## src/rtl/mc_control_unit.sv

```systemverilog
// ---------------------------------------------------------------------------
// mc_control_unit
//
// Control FSM for a multicycle MIPS datapath. Sequences instruction fetch,
// decode and the per-class execute/writeback states, drives the ALU opcode
// and operand selects, and strobes memory, IR, PC and register file.
//
// Parameters
//   WAIT_LIMIT  max consecutive mem_ready-low cycles in FETCH/MEMRD/MEMWR
//               before the access is abandoned (0 = wait forever)
//
// Configuration macro
//   MC_CTRL_ILLEGAL_TRAP_EN  defined: illegal opcode/funct parks the FSM in
//                            TRAP with illegal_op high until rst.
//                            undefined: illegal instructions act as a NOP.
//
// Ports
//   clk, rst                  clock, asynchronous active-high reset
//   opcode, funct             IR[31:26], IR[5:0]
//   zero_flag                 ALU zero result (branch decision)
//   mem_ready                 memory access completes this cycle
//   alu_control               ALU opcode
//   alu_src_a, alu_src_b      ALU operand selects
//   iord                      memory address select (PC / ALUOut)
//   mem_read, mem_write       memory requests
//   ir_write, pc_write        IR / PC load strobes
//   pc_src                    next-PC select
//   reg_write, reg_dst,
//   mem_to_reg                register-file write strobe and selects
//   timeout                   one-cycle pulse when a memory wait is abandoned
//   illegal_op                high while parked in TRAP
//   state_dbg                 current state encoding
// ---------------------------------------------------------------------------
module mc_control_unit #(
  parameter int WAIT_LIMIT = 0
) (
  input  logic       clk,
  input  logic       rst,
  input  logic [5:0] opcode,
  input  logic [5:0] funct,
  input  logic       zero_flag,
  input  logic       mem_ready,
  output logic [3:0] alu_control,
  output logic       alu_src_a,
  output logic [1:0] alu_src_b,
  output logic       iord,
  output logic       mem_read,
  output logic       mem_write,
  output logic       ir_write,
  output logic       pc_write,
  output logic [1:0] pc_src,
  output logic       reg_write,
  output logic       reg_dst,
  output logic       mem_to_reg,
  output logic       timeout,
  output logic       illegal_op,
  output logic [3:0] state_dbg
);

  // State encodings
  localparam logic [3:0] S_FETCH    = 4'd0;
  localparam logic [3:0] S_DECODE   = 4'd1;
  localparam logic [3:0] S_MEMADR   = 4'd2;
  localparam logic [3:0] S_MEMRD    = 4'd3;
  localparam logic [3:0] S_MEMWB    = 4'd4;
  localparam logic [3:0] S_MEMWR    = 4'd5;
  localparam logic [3:0] S_RTYPE_EX = 4'd6;
  localparam logic [3:0] S_ALU_WB   = 4'd7;
  localparam logic [3:0] S_BRANCH   = 4'd8;
  localparam logic [3:0] S_IMM_EX   = 4'd9;
  localparam logic [3:0] S_IMM_WB   = 4'd10;
  localparam logic [3:0] S_JUMP     = 4'd11;
  localparam logic [3:0] S_TRAP     = 4'd12;

  // Where an illegal opcode or funct sends the FSM
`ifdef MC_CTRL_ILLEGAL_TRAP_EN
  localparam logic [3:0] S_ILLEGAL  = S_TRAP;
`else
  localparam logic [3:0] S_ILLEGAL  = S_FETCH;
`endif

  // ALU opcodes (1000 is LUI, so multiply is never issued)
  localparam logic [3:0] ALU_AND = 4'b0000;
  localparam logic [3:0] ALU_OR  = 4'b0001;
  localparam logic [3:0] ALU_ADD = 4'b0010;
  localparam logic [3:0] ALU_SUB = 4'b0110;
  localparam logic [3:0] ALU_SLT = 4'b0111;
  localparam logic [3:0] ALU_NOR = 4'b1100;
  localparam logic [3:0] ALU_LUI = 4'b1000;
  localparam logic [3:0] ALU_DIV = 4'b1010;
  localparam logic [3:0] ALU_REM = 4'b1011;

  // Opcodes
  localparam logic [5:0] OP_RTYPE = 6'b000000;
  localparam logic [5:0] OP_LW    = 6'b100011;
  localparam logic [5:0] OP_SW    = 6'b101011;
  localparam logic [5:0] OP_BEQ   = 6'b000100;
  localparam logic [5:0] OP_ADDI  = 6'b001000;
  localparam logic [5:0] OP_LUI   = 6'b001111;
  localparam logic [5:0] OP_J     = 6'b000010;

  // Wait counter sizing; holds values 0..WAIT_LIMIT-1
  localparam int              CNT_W    = (WAIT_LIMIT > 1) ? $clog2(WAIT_LIMIT + 1) : 1;
  localparam logic [CNT_W-1:0] CNT_LAST = CNT_W'((WAIT_LIMIT > 0) ? WAIT_LIMIT - 1 : 0);

  logic [3:0]       state;
  logic [3:0]       state_next;
  logic [CNT_W-1:0] wait_cnt;
  logic             waiting;
  logic             wait_expired;
  logic [3:0]       rtype_alu;
  logic             funct_legal;

  // A memory-wait state whose access did not complete this cycle
  assign waiting = ((state == S_FETCH) || (state == S_MEMRD) || (state == S_MEMWR))
                   && !mem_ready;

  // The limit cycle is the one where the count already equals WAIT_LIMIT-1
  // and memory is still not ready; mem_ready in that cycle wins.
  assign wait_expired = (WAIT_LIMIT > 0) && waiting && (wait_cnt == CNT_LAST);

  // R-type funct decode
  always_comb begin
    // NOTE: every combinational output gets a default first so no path
    // leaves it unassigned, which would otherwise infer a latch.
    rtype_alu   = ALU_AND;
    funct_legal = 1'b1;
    case (funct)
      6'b100000: rtype_alu = ALU_ADD;
      6'b100010: rtype_alu = ALU_SUB;
      6'b100100: rtype_alu = ALU_AND;
      6'b100101: rtype_alu = ALU_OR;
      6'b100111: rtype_alu = ALU_NOR;
      6'b101010: rtype_alu = ALU_SLT;
      6'b011010: rtype_alu = ALU_DIV;
      6'b011011: rtype_alu = ALU_REM;
      default:   funct_legal = 1'b0;
    endcase
  end

  // Next-state logic
  always_comb begin
    state_next = state;
    case (state)
      S_FETCH: begin
        if (mem_ready)         state_next = S_DECODE;
        else if (wait_expired) state_next = S_FETCH;
      end
      S_DECODE: begin
        case (opcode)
          OP_LW, OP_SW:    state_next = S_MEMADR;
          OP_RTYPE:        state_next = S_RTYPE_EX;
          OP_BEQ:          state_next = S_BRANCH;
          OP_ADDI, OP_LUI: state_next = S_IMM_EX;
          OP_J:            state_next = S_JUMP;
          default:         state_next = S_ILLEGAL;
        endcase
      end
      S_MEMADR:   state_next = (opcode == OP_SW) ? S_MEMWR : S_MEMRD;
      S_MEMRD: begin
        if (mem_ready)         state_next = S_MEMWB;
        else if (wait_expired) state_next = S_FETCH;
      end
      S_MEMWB:    state_next = S_FETCH;
      S_MEMWR: begin
        if (mem_ready || wait_expired) state_next = S_FETCH;
      end
      S_RTYPE_EX: state_next = funct_legal ? S_ALU_WB : S_ILLEGAL;
      S_ALU_WB:   state_next = S_FETCH;
      S_BRANCH:   state_next = S_FETCH;
      S_IMM_EX:   state_next = S_IMM_WB;
      S_IMM_WB:   state_next = S_FETCH;
      S_JUMP:     state_next = S_FETCH;
      S_TRAP:     state_next = S_TRAP;
      default:    state_next = S_FETCH;
    endcase
  end

  // State and wait-counter registers
  always_ff @(posedge clk or posedge rst) begin
    // NOTE: registered state uses non-blocking assignments so every flop
    // samples the pre-edge values regardless of statement order.
    if (rst) begin
      state    <= S_FETCH;
      wait_cnt <= '0;
    end else begin
      state <= state_next;
      if ((WAIT_LIMIT == 0) || (state_next != state) || wait_expired)
        wait_cnt <= '0;
      else if (waiting)
        wait_cnt <= wait_cnt + 1'b1;
    end
  end

  // Moore outputs, with the FETCH and BRANCH qualifications
  always_comb begin
    alu_control = ALU_AND;
    alu_src_a   = 1'b0;
    alu_src_b   = 2'b00;
    iord        = 1'b0;
    mem_read    = 1'b0;
    mem_write   = 1'b0;
    ir_write    = 1'b0;
    pc_write    = 1'b0;
    pc_src      = 2'b00;
    reg_write   = 1'b0;
    reg_dst     = 1'b0;
    mem_to_reg  = 1'b0;
    timeout     = wait_expired;
    case (state)
      S_FETCH: begin
        mem_read    = 1'b1;
        alu_src_b   = 2'b01;
        alu_control = ALU_ADD;
        ir_write    = mem_ready;
        pc_write    = mem_ready;
      end
      S_DECODE: begin
        alu_src_b   = 2'b11;
        alu_control = ALU_ADD;
      end
      S_MEMADR: begin
        alu_src_a   = 1'b1;
        alu_src_b   = 2'b10;
        alu_control = ALU_ADD;
      end
      S_MEMRD: begin
        mem_read = 1'b1;
        iord     = 1'b1;
      end
      S_MEMWB: begin
        reg_write  = 1'b1;
        mem_to_reg = 1'b1;
      end
      S_MEMWR: begin
        mem_write = 1'b1;
        iord      = 1'b1;
      end
      S_RTYPE_EX: begin
        alu_src_a   = 1'b1;
        alu_control = rtype_alu;
      end
      S_ALU_WB: begin
        reg_write = 1'b1;
        reg_dst   = 1'b1;
      end
      S_BRANCH: begin
        alu_src_a   = 1'b1;
        alu_control = ALU_SUB;
        pc_src      = 2'b01;
        pc_write    = zero_flag;
      end
      S_IMM_EX: begin
        alu_src_a   = 1'b1;
        alu_src_b   = 2'b10;
        alu_control = (opcode == OP_LUI) ? ALU_LUI : ALU_ADD;
      end
      S_IMM_WB: begin
        reg_write = 1'b1;
      end
      S_JUMP: begin
        pc_src   = 2'b10;
        pc_write = 1'b1;
      end
      S_TRAP: begin
        timeout = 1'b0;
      end
      default: ;
    endcase

    // Strobes are forced low while rst is high so nothing commits in the
    // reset cycle, even with mem_ready asserted in FETCH.
    if (rst) begin
      mem_write = 1'b0;
      ir_write  = 1'b0;
      pc_write  = 1'b0;
      reg_write = 1'b0;
      timeout   = 1'b0;
    end
  end

`ifdef MC_CTRL_ILLEGAL_TRAP_EN
  assign illegal_op = (state == S_TRAP) && !rst;
`else
  assign illegal_op = 1'b0;
`endif

  assign state_dbg = state;

endmodule

```

## config.mk

```make
export PLATFORM = sky130hd
export DESIGN_NAME = mc_control_unit
export DESIGN_NICKNAME = d
export VERILOG_FILES = /design/src/rtl/mc_control_unit.sv
export SDC_FILE = /design/constraint.sdc
export NUM_CORES = 1
export LEC_CHECK = 0
export CAP_MARGIN = 25
export CORE_MARGIN = 2
export CORE_UTILIZATION = 36
export DETAILED_ROUTE_END_ITERATION = 8
export HOLD_SLACK_MARGIN = 0.02
export PLACE_DENSITY_LB_ADDON = 0.08
export REMOVE_ABC_BUFFERS = 1
export SLEW_MARGIN = 15
export SYNTH_ARGS = -nofsm -noshare
export SYNTH_HDL_FRONTEND = slang
export SYNTH_SLANG_ARGS = --single-unit
```

## constraint.sdc

```tcl
create_clock -name clk -period 1.71 [get_ports clk]
set_clock_uncertainty 0.2 [all_clocks]
set_input_delay 0.342 -clock clk [delete_from_list [all_inputs] [get_ports clk]]
set_output_delay 0.342 -clock clk [all_outputs]
set_load 0.02 [all_outputs]
```

==> results.txt, run 1 <==
* Result of the run: did not finish
- Kind of the worst endpoint: output port
- X dimension of the die: 50.6 µm
* HPWL reported at the end of detailed placement: 2260 µm
- Post-Place Cell Area: 1420 µm²
* Chip Height: 50.6 µm
* Last step reached: global routing (5_1_grt)
* Port-buffer cells: 36
- Cell area after technology mapping: 783 µm²
- Cell at the root of the clock tree: clkbuf_4
- In this run the number of H-tree levels came out at 1.
- After synthesis, the mean cell area works out to 6.22 µm².
- Error: [ERROR DPL-0038] Utilization greater than 100%, impossible to legalize
* Post-synthesis instance total: 126
- During synthesis, Yosys emitted a total of 0 warnings.
- The share of the Yosys chip area taken by registers is 0.128.
- The congestion estimate from routability-driven global placement came to 0.867.
* Initial Util: 0.391
- The clock passes through at most 2 buffers.
- Yosys cell types: 40
- Number of standard-cell rows in the floorplan: 16
- Worst Endpoint after GRT Repair: alu_control[1]
- Cell count after placement: 217
- During I/O placement, the number of pins put on the boundary was 39.
- Clock sinks: 4
* Synthesis-stage register bit count: 4
* TritonCTS buffer count: 3
- Maximum number of pins on one net before global-route repair: 20
- Dpl ws: -1.30 ns
[synthesized netlist by cell type, drive strengths merged]
library cell   n  area [µm²]
nor3          15        80.1
nor2          12        45.0
o21ai         11        55.1
a21oi         10        50.1
nand2         10        37.5
nand2b         9        63.8
buf            6        33.8
nand3          5        25.0
clkbuf         4        15.0
dfrtp          4         100
inv            4        15.0
nor2b          4        25.0
xnor2          4        35.0
a31oi          3        18.8
and2           2        12.5
and3           2        12.5
nand3b         2        15.0
nor4           2        12.5
o21bai         2        15.0
or2            2        12.5
a2111oi        1        8.76
a222oi         1        10.0
a2bb2oi        1        8.76
a32oi          1        8.76
a41o           1        10.0
and4           1        8.76
conb           1        3.75
nand4          1        6.26
nor3b          1        7.51
nor4b          1        8.76
o211ai         1        7.51
o32ai          1        8.76
or3            1        6.26
[logic make-up after synthesis]
family	after synthesis	share of synthesized area
flip-flops	4	0.128
AO/OA/AOI/OAI	33	0.257
AND/OR/NAND/NOR	70	0.484
buffers and inverters	14	0.0814
other	1	0.00479
XOR/XNOR	4	0.0447
[repair_timing]
| action | CTS |
|---|---|
| cloned | 2 |
| pin swaps | 23 |
| gates resized for setup | 189 |
| hold buffers | 0 |
| setup buffers | 18 |
| setup endpoints to repair | 24 |
[through the flow]
stage               TNS, ns   util
detailed placement   -11.74  0.711
CTS                   -3.75  0.928
floorplan             -4.19      -
global placement     -11.32  0.711
==> inputs of run 2 (changes only) <==
- CORE_AREA: default -> 2 2 63 65
- CORE_MARGIN: 2 -> default
- CORE_UTILIZATION: 36 -> default
- DIE_AREA: default -> 0 0 65 67
- HOLD_SLACK_MARGIN: 0.02 -> default
- PLACE_DENSITY_LB_ADDON: 0.08 -> 0.15
- clock period: 1.71 -> 2.2 ns (I/O delays scaled with it)
==> run 2 against run 1 <==
The flow now finishes, with violations (setup timing); area after synthesis unchanged; synthesized cell count unchanged.
==> results.txt, run 2 <==
- Result of the run: finished, violations left
- The checks that failed: setup timing.
- Of the total power, the clock network draws 0.130.
- Of the total power, combinational logic draws 0.754.
* Floorplan Core Area: 3610 µm²
* Clock tree from TritonCTS: done
- Leakage power: 0.683 nW
* 1st-iter DRT viols: 34
* Wirelength per Cell: 12.7 µm
- GR met2 Demand/Resource: 0.246
* Port-buffer cells: 36
- Most used standard cell by instance count after synthesis: nor3_1
- In this run the horizontal extent of the chip is 65 µm.
- Portion of total power attributed to sequential cells: 0.116
* Cell with the biggest individual delay on the critical path: a222oi_1
* Minimum setup slack in the final design: -0.164 ns
- After legalization and detailed placement, the total HPWL measured 2350 µm.
- Setup violations remaining at the end of the flow were counted as 1.
* Worst supply voltage drop on vdd: 0.287 mV
* Wire length of the first global-routing pass: 4680 µm
- Start-to-end type of the worst setup path: in2out
- After detailed placement, the design holds a cell count of 238.
- Number of iterations in the first detailed-routing pass: 4
* Final cell count without fillers: 243
- Initial Util: 0.217
* Grt met1 use: 0.170
- Antenna Nets Post-Route: 0
* Die Area: 4360 µm²
* Yosys cell types: 40
- Signal arrival time at the worst endpoint: 1.72 ns
- Clock Latency Late Sink: 0.22 ns
* Number of enable flip-flop cells after synthesis: 0
- The longest clock path from root to sink contains 2 buffers.
- Total power for the finished layout comes to 0.00118 W.
* TritonCTS buffer count: 3
- Synthesis-stage register bit count: 4
- Total vias in the final route: 1182
- In the final design database the tool counted 213 nets.
- Internal portion of total power: 0.000638 W
- The cell sitting at the root of the clock tree is a clkbuf_8.
- Clock-pin slew was measured on the worst setup and hold paths at 0.03 ns.
- A synthesized cell averages 6.22 µm².
* Gr busiest metal: met2
- Sw Share: 0.460
* Final critical delay including setup and external delays: 2.36 ns
- After synthesis, the share of flip-flops with an asynchronous set or reset is 1.00.
- The max-slew violation total from the final report came to 0.
- Seq/Total Area, Yosys: 0.128
- The worst setup path is captured at an output port.
- Ports placed on the boundary: 39
- In the routed layout, each cell is associated on average with a via count of 4.86.
- Number of standard-cell rows in the floorplan: 22
- In the synthesized netlist the dominant register cell turns out to be dfrtp_1.
* Worst EP required: 1.56 ns
- Class of the tightest hold or removal check: in2async
* Pwr per Cell Area: 764 nW/µm²
* Most frequent cells after synthesis: nor3_1 (14), nor2_1 (12), a21oi_1 (10), nand2_1 (10), o21ai_0 (9)
- For this run, the number of Yosys warnings is 0.
* Switching power: 0.000543 W
* P&R area growth vs syn: 97.4%
* Startpoint class of the critical path: primary input
* Antenna violations before repair: 0
* CTS HTree Levels: 1
- Total congestion overflow: 0
- GR Layer Usage met3: 0.0152
- Chip Height: 67 µm
- Clock sinks: 4
- RSZ-0062 raised after global routing: true
- # DRC: 0
- Dominant cells by area after synthesis: dfrtp_1 (13%), nor3_1 (8.9%), a21oi_1 (6.4%)
- Inserted Diodes: 0
- Share of layout cells above drive strength 1: 0.390
- Cell area after technology mapping: 783 µm²
- Hold buffer count at cts: 0
- Leaving out fill and tap cells, the most frequent cell in the layout is buf_4.
- Highest Clock Rate: 423 MHz
- Routability Congestion: 0.808
- Entering global routing, the biggest net connects 20 pins.
- The final layout contains routed wiring with a total length of 3080 µm.
* Flip-flop count of the largest register, all copies and words added: 4
- Cells along the critical path: buf_8, nand3b_1, a2bb2oi_1, or3_1, a222oi_1, buf_2
- Total Routing Usage GR: 0.138
- Measured on the finished design, the core utilization comes to 0.429.
- The number of hold violations in the final report is 0.
- The cell count after synthesis came out at 126.
- Max-cap violations in this run came to 0.
* Vias in the first global route: 1089
* Dominant cell type by area after synthesis: dfrtp_1
- Commonest non-fill, non-tap cells in the layout: buf_4 (38), nor2_1 (11), nor3_1 (11), dlygate4sd2_1 (10)
- Period utilisation layout: 1.07
- Worst path max stage delay: 0.35 ns
- Synth top area share: 0.128
- Along the worst path, the maximum fanout reaches 2.
## run 2: cell counts after synthesis
No cell type changed its count.
## run 2: kinds of logic after synthesis
kind of cell / synth area share
DFF: 0.128
other: 0.00479
and+or+nand+nor: 0.484
AOI/OAI and AO/OA: 0.257
xor gates and xnor gates: 0.0447
buffers and inverters: 0.0814
## run 2: worst max-delay path, delay by kind of cell
family	cells	cell delay (ns)
AO/OA/AOI/OAI	2	0.49
AND/OR/NAND/NOR	2	0.47
buffers and inverters	2	0.33
## run 2: path summary, 6_finish.rpt
| check | from | slack, ns | cells past startpoint | endpoint |
|---|---|---|---|---|
| max in group asynchronous | rst | 1.25 | 3 | state_dbg[1]$_DFFE_PP0P_ |
| hold reg to reg | state_dbg[1]$_DFFE_PP0P_ | 0.60 | 3 | state_dbg[1]$_DFFE_PP0P_ |
| setup / recovery | funct[5] | -0.16 | 6 | alu_control[1] |
| hold / removal | rst | 0.39 | 3 | state_dbg[0]$_DFFE_PP0P_ |
| setup reg to reg | state_dbg[3]$_DFFE_PP0P_ | 0.52 | 7 | state_dbg[2]$_DFFE_PP0P_ |
| min in group clk | state_dbg[1]$_DFFE_PP0P_ | 0.60 | 3 | state_dbg[1]$_DFFE_PP0P_ |
## run 2: final cells by class
cell class,instances,area (µm²)
inverters,4,15.0
clock buffers,3,41.3
well taps,48,60.1
flip-flops and latches,4,104
repair buffers,75,621
fillers,378,2060
multi-input cells,109,706
## run 2: power groups by stage
stage / clock, W / combinational (W) / sequential, W
3_5_place_dp: 0 / 0.000901 / 0.000130
6_report: 0.000154 / 0.000891 / 0.000137
5_1_grt: 0.000166 / 0.000962 / 0.000146
2_1_floorplan: 0 / 0.000354 / 0.000195
3_3_place_gp: 0 / 0.000903 / 0.000132
4_1_cts: 0.000160 / 0.000847 / 0.000134
## run 2: layer usage
layer / part of all wire / up-vias / wire [µm]
met5: 0 / - / 0
met1: 0.43 / 537 / 1320
met2: 0.48 / 46 / 1490
met3: 0.066 / 8 / 203
li1: - / 591 / -
met4: 0.021 / 0 / 64
## run 2: stage by stage
| stage | worst slack, ns | instance area [µm²] | TNS [ns] | hold WS, ns |
|---|---|---|---|---|
| floorplan | -0.413 | 738 | -0.972 | 0.00608 |
| global placement | -0.956 | 1440 | -4.84 | 0.604 |
| detailed placement | -0.999 | 1440 | -4.85 | 0.602 |
| CTS | -0.205 | 1460 | -0.208 | 0.377 |
| global route | -0.222 | 1550 | -0.256 | 0.408 |
| finish | -0.164 | 1550 | -0.164 | 0.387 |
## run 2: timing repair
action                     4_1_cts  5_1_grt
setup endpoints to repair       17       11
hold endpoints to repair         0        0
resized for setup               76       35
pin swaps                        5       10
setup buffers                    1        2
No activity file was read; power rests on OpenSTA's default activity.
